<file path="config.mk">
export PLATFORM = sky130hd
export DESIGN_NAME = csa_stream_tx
export DESIGN_NICKNAME = d
export VERILOG_FILES = /design/src/rtl/csa_stream_tx.sv
export SDC_FILE = /design/constraint.sdc
export NUM_CORES = 1
export LEC_CHECK = 0
export BUFFER_PORTS_ARGS = -buffer_cell sky130_fd_sc_hd__buf_2
export CAP_MARGIN = 20
export CORE_ASPECT_RATIO = 1.4
export CORE_UTILIZATION = 45
export DETAILED_ROUTE_END_ITERATION = 6
export SYNTH_ARGS = -nofsm -noshare
export SYNTH_HDL_FRONTEND = slang
export SYNTH_SLANG_ARGS = --single-unit
</file>
<file path="constraint.sdc">
create_clock -name m00_axis_aclk -period 6.5 [get_ports m00_axis_aclk]
set_input_delay 0.325 -clock m00_axis_aclk [delete_from_list [all_inputs] [get_ports m00_axis_aclk]]
set_output_delay 0.325 -clock m00_axis_aclk [all_outputs]
set_load 0.01 [all_outputs]
</file>
<file path="src/rtl/csa_stream_tx.sv">
`default_nettype none
// ============================================================================
//  Module      : csa_stream_tx
//  Description : Buffers fixed-size CSA input records in a small FIFO and
//                serialises them onto an AXI4-Stream master as 32-bit beats.
//                A packet holds RECORDS_PER_PACKET records; a flush pulse
//                closes an open packet early at the end of the record in
//                flight.
//  Ports       : m00_axis_aclk / m00_axis_areset  clock, async active-high reset
//                rec_valid / rec_ready / rec_data record input handshake
//                flush                             close open packet early
//                m00_axis_t*                       AXIS master beat channel
//                pkt_count                         completed packets (mod 2^32)
//                busy                              FIFO non-empty or packet open
//  Revision    : 1.0 - initial release
// ============================================================================
module csa_stream_tx #(
    parameter int RECORD_WORDS       = 5,
    parameter int RECORDS_PER_PACKET = 10,
    parameter int FIFO_DEPTH         = 4
) (
    input  logic                         m00_axis_aclk,
    input  logic                         m00_axis_areset,
    input  logic                         rec_valid,
    output logic                         rec_ready,
    input  logic [RECORD_WORDS*32-1:0]   rec_data,
    input  logic                         flush,
    output logic                         m00_axis_tvalid,
    output logic [31:0]                  m00_axis_tdata,
    output logic [3:0]                   m00_axis_tstrb,
    output logic                         m00_axis_tlast,
    input  logic                         m00_axis_tready,
    output logic [31:0]                  pkt_count,
    output logic                         busy
);

    localparam int PTR_W = $clog2(FIFO_DEPTH);
    localparam int CNT_W = PTR_W + 1;
    localparam int WI_W  = (RECORD_WORDS > 1) ? $clog2(RECORD_WORDS) : 1;
    localparam int RC_W  = (RECORDS_PER_PACKET > 1) ? $clog2(RECORDS_PER_PACKET) : 1;
    localparam int REC_W = RECORD_WORDS * 32;

    localparam logic [WI_W-1:0]  c_LAST_WORD = WI_W'(RECORD_WORDS - 1);
    localparam logic [RC_W-1:0]  c_LAST_REC  = RC_W'(RECORDS_PER_PACKET - 1);
    localparam logic [CNT_W-1:0] c_DEPTH     = CNT_W'(FIFO_DEPTH);

    // Record storage; contents need no reset because occupancy gates all reads.
    logic [REC_W-1:0] r_mem [FIFO_DEPTH];

    logic [PTR_W-1:0] r_wr_ptr;
    logic [PTR_W-1:0] r_rd_ptr;
    logic [CNT_W-1:0] r_count;
    logic [CNT_W-1:0] w_count_nxt;
    logic             r_rec_ready;
    logic             r_tvalid;
    logic             r_flush_pend;
    logic [WI_W-1:0]  r_word_idx;
    logic [RC_W-1:0]  r_rec_idx;
    logic [31:0]      r_pkt_count;

    logic             w_push;
    logic             w_beat;
    logic             w_last_word;
    logic             w_pop;
    logic             w_tlast;
    logic             w_pkt_open;
    logic [REC_W-1:0] w_head;
    logic [31:0]      w_word;

    assign w_push      = rec_valid & r_rec_ready;
    assign w_beat      = r_tvalid & m00_axis_tready;
    assign w_last_word = (r_word_idx == c_LAST_WORD);
    assign w_pop       = w_beat & w_last_word;
    assign w_tlast     = r_tvalid & w_last_word &
                         ((r_rec_idx == c_LAST_REC) | r_flush_pend);
    assign w_pkt_open  = (r_rec_idx != '0) | (r_word_idx != '0);

    // Push is impossible when full (rec_ready low) and pop is impossible when
    // empty (tvalid low), so the occupancy never over- or under-flows.
    always_comb begin
        w_count_nxt = r_count;
        if (w_push && !w_pop) begin
            w_count_nxt = r_count + 1'b1;
        end else if (!w_push && w_pop) begin
            w_count_nxt = r_count - 1'b1;
        end
    end

    always_ff @(posedge m00_axis_aclk) begin
        if (w_push) begin
            r_mem[r_wr_ptr] <= rec_data;
        end
    end

    assign w_head = r_mem[r_rd_ptr];

    always_comb begin
        w_word = '0;
        for (int k = 0; k < RECORD_WORDS; k++) begin
            if (r_word_idx == WI_W'(k)) begin
                w_word = w_head[k*32 +: 32];
            end
        end
    end

    always_ff @(posedge m00_axis_aclk or posedge m00_axis_areset) begin
        if (m00_axis_areset) begin
            r_wr_ptr     <= '0;
            r_rd_ptr     <= '0;
            r_count      <= '0;
            r_rec_ready  <= 1'b0;
            r_tvalid     <= 1'b0;
            r_flush_pend <= 1'b0;
            r_word_idx   <= '0;
            r_rec_idx    <= '0;
            r_pkt_count  <= '0;
        end else begin
            if (w_push) begin
                r_wr_ptr <= r_wr_ptr + 1'b1;
            end
            if (w_pop) begin
                r_rd_ptr <= r_rd_ptr + 1'b1;
            end
            r_count <= w_count_nxt;
            // Handshake flags are registered copies of the next occupancy so
            // they track the FIFO exactly without any input-to-output path.
            r_tvalid    <= (w_count_nxt != '0);
            r_rec_ready <= (w_count_nxt != c_DEPTH);

            if (w_beat) begin
                if (w_tlast) begin
                    r_word_idx   <= '0;
                    r_rec_idx    <= '0;
                    r_flush_pend <= 1'b0;
                    r_pkt_count  <= r_pkt_count + 32'd1;
                end else if (w_last_word) begin
                    r_word_idx <= '0;
                    r_rec_idx  <= r_rec_idx + 1'b1;
                end else begin
                    r_word_idx <= r_word_idx + 1'b1;
                end
            end

            // A flush coinciding with the closing tlast is absorbed by it;
            // a flush with no open packet is dropped.
            if (flush && w_pkt_open && !(w_beat && w_tlast)) begin
                r_flush_pend <= 1'b1;
            end
        end
    end

    assign rec_ready       = r_rec_ready;
    assign m00_axis_tvalid = r_tvalid;
    assign m00_axis_tdata  = r_tvalid ? w_word : 32'd0;
    assign m00_axis_tstrb  = 4'hF;
    assign m00_axis_tlast  = w_tlast;
    assign pkt_count       = r_pkt_count;
    assign busy            = (r_count != '0) | w_pkt_open;

endmodule
`default_nettype wire

</file>
==> qor.yml <==
min_path:
  min_to: "r_word_idx[1]"
  worst_hold_path.num_cells: 3
  hp-start: "m00_axis_tready"
  hold_class: "input port to flip-flop"
finish:
  synthToLayoutAreaGrowth_pct: 22.57
  layout.cells.non_filler: 2466
  final_util_pct: 55.78
  drive_above_1_share_pct: 31.35
  layout.nets: 1840
die:
  die-area_um2: 60120
  core_area_um2: 58460
  io_pins: 237
  die_h_um: 289.7
  chipWidth_um: 207.5
  num_rows: 105
  initial_core_util_pct: 45.51
timing:
  layout_min_cycle_time_ns: 3.830
  holdWs_ns: 0.09388
  finalHoldViolations: 0
  final_max_slew_viol_count: 0
  skew_ns: 0.01944
  rsz0062_at_grt: "no"
  fin_tns_setup_ns: 0
  slew-limit-headroom_pct: 27.06
  clock.fmax_ghz: 0.2611
  post-route-period-util_pct: 58.92
  setup_viol: 0
  worst_pin_slew_ns: 1.090
  finalWorstSetupSlack_ns: 2.670
placement:
  io_buffers: 232
  pre_cts_slack_ns: 2.741
  dp_cells: 2172
  dp_hpwl_mm: 34.52
  gp_congestion: 0.7563
logic_synthesis:
  synth_top_cells_by_area: "edfxtp_1, mux4_2, dfrtp_1"
  synth_warnings: 0
  synthCells: 1236
  synth_edf_count: 640
  synth_cell_type_count: 45
  ys_seq_elements: 689
  async_flop_share_pct: 7.112
  yosysTopAreaCellShare_pct: 72.23
  syn_avg_cell_area_um2: 21.53
  synth-seq-area-share_pct: 76.84
  yosysTopAreaCell: "edfxtp_1"
  ys.flop_type: "edfxtp_1"
  netlist_area_um2: 26610
worst_setup_path:
  critPathKind: "flip-flop to output port"
  start_kind: "flip-flop"
  cpPeakStageDelay_ns: 0.97
  reg2reg_from: "r_wr_ptr[0]"
  cp_num_buf_inv: 2
  crit_top_cell: "nand2_2"
  crit_path_start: "r_word_idx[0]"
  path_cells: "inv_1, ha_1, nand2_2, nand2_2, o221ai_1, a31oi_1, buf_2"
  r2r_cells: 4
  worstPathArrival_ns: 3.50
  critPathRequiredTime_ns: 6.17
  endpoint_kind: "output port"
  cpLargestDelayFamily: "simple AND/OR/NAND/NOR gates"
  slowest_stage: "nand2_2"
  timing.reg2reg.setup_slack_ns: 3.66
  worstPathMaxFanout: 32
  timing.rr.end: "r_mem[2][11]"
global_route:
  grt.overflow.total: 0
  grt_pass1_wl_mm: 89.65
  antenna_found_initial: 3
  grt_start_max_net_pins: 87
  grt_pass1_vias: 14540
  grt_util_all_layers_pct: 20.18
power:
  pwr_density_cell_nw_per_um2: 430.5
  leakage_nw: 11.14
  ir_drop_v: 0.0002947
drt:
  viasPerCell: 5.556
  ant_nets: 0
  wire_per_inst_um: 24.38
  num_vias: 13700
  firstDrtPassIters: 5
  wl_mm: 60.13
  drtIter0Drc: 1104
  route.detailed.drc: 0
clocking:
  post-cts-setup-buffers: 0
  numCtsBuffers: 69
  cts_max_path_buffers: 3
  clkSlewWorstSetupHoldPaths_ns: 0.06
  cts_tree: "yes"
  cts_sinks: 689
  clkLatencyLatePin_ns: 0.59
  h-tree-depth: 3
  root_buffer: "clkbuf_16"
run_status:
  outcome: "completed"
flow_run:
  drv_cap: 0
## logic make-up (layout without fill, tap and decap cells)
group                      Yosys count  after routing  share of synthesized area (%)
xor gates and xnor gates            35             35                          1.152
other                                1              5                        0.01409
adders and majority gates           16             16                         0.7524
muxes                              161            161                          13.59
buffers and inverters               81            558                          1.674
and+or+nand+nor                    137            137                          2.737
DFF                                689            689                          76.84
AOI/OAI and AO/OA                  116            116                          3.245
## sequential cells by signal, summed over array words and instances (netlist names)
register,flops
r_rec_idx,4
rec_ready,1
r_flush_pend,1
r_wr_ptr,2
pkt_count,32
m00_axis_tvalid,1
r_word_idx,3
r_rd_ptr,2
r_mem,640
r_count,3
## final cells by class
| cell class | count | area, µm² |
|---|---|---|
| Clock inverter | 42 | 426.7 |
| Antenna cell | 1 | 2.502 |
| Fill cell | 4479 | 25850 |
| Multi-Input combinational cell | 469 | 5782 |
| Sequential cell | 689 | 20450 |
| Clock buffer | 86 | 1896 |
| Inverter | 13 | 48.80 |
| Tap cell | 749 | 937.1 |
| Timing Repair Buffer | 417 | 3065 |
## repair_timing
item | CTS | global route
hold buffers | 162 | 0
endpoints found under the hold margin | 690 | 0
gates resized for setup | 0 | 0
## where the power goes
| group | leakage, nW | internal (mW) | total (mW) | switching, mW |
|---|---|---|---|---|
| logic | 3.50 | 1.73 | 3.96 | 2.24 |
| clock network | 1.14 | 2.40 | 4.05 | 1.65 |
| registers | 6.50 | 5.73 | 6.03 | 0.300 |
## metrics by stage
| stage | total power [mW] | cell area, µm² |
|---|---|---|
| CTS | 14.21 | 32530 |
| finish | 14.04 | 32610 |
| global route | 14.69 | 32610 |
| global placement | 10.02 | 28580 |
| detailed placement | 10.06 | 28580 |
| floorplan | 8.761 | 26620 |
## per-layer routing
layer	vias up	routed length, µm	global-route usage (%)
met5	-	26	0
met4	4	1168	6.325
met3	81	2995	3.555
met2	378	31500	35.31
met1	7196	24450	25.76
li1	6041	-	-
## cell usage in the layout (no fill, tap or decap), types with 3 or more instances in the layout
cell type      count
inv_1             12
a22oi_1           32
a21oi_1            4
nand3_1           21
mux4_2           160
and2_1             3
buf_2            232
nor2_1             8
dlygate4sd3_1    162
ha_1              16
a31oi_1           32
and3_4             4
dfrtp_1           46
clkbuf_16         73
clkinv_2          12
buf_16             3
o21ai_0            9
edfxtp_1         640
xnor2_1           34
clkbuf_1          11
and3_1             7
buf_12             4
clkinv_1          15
nand4_1           17
nor3_1             3
and4_1             3
conb_1             4
o221ai_1          32
nand2_1           52
bufinv_16          8
buf_4             16
inv_6              3
## cells in the mapped netlist (2+ instances only)
library cell	n
a31oi_1	32
clkbuf_1	26
ha_1	16
nand3_1	21
a22oi_1	32
nor2_1	9
edfxtp_1	640
buf_6	11
o21ai_0	9
or3_1	2
buf_2	23
o221ai_1	32
and4_1	3
xnor2_1	34
nor3_1	3
buf_4	8
and2_1	3
a211oi_4	2
and3_1	11
a21oi_1	4
nand2_1	54
mux4_2	160
nand4_1	17
dfrtp_1	49
o211ai_1	2
inv_1	13
nor4_1	2
## worst max-delay path by stage
stage / end / cells past startpoint
floorplan: r_mem[2][0] / 3
CTS: m00_axis_tdata[0] / 7
global placement: m00_axis_tdata[0] / 7
global route: m00_axis_tdata[0] / 7
finish: m00_axis_tdata[0] / 7
detailed placement: m00_axis_tdata[0] / 7
## worst min-delay path: stages
cell and delay (ns):
buf_2 0.15, nand3_1 0.09, o21ai_0 0.07
Power figures use the tool's default switching activity.
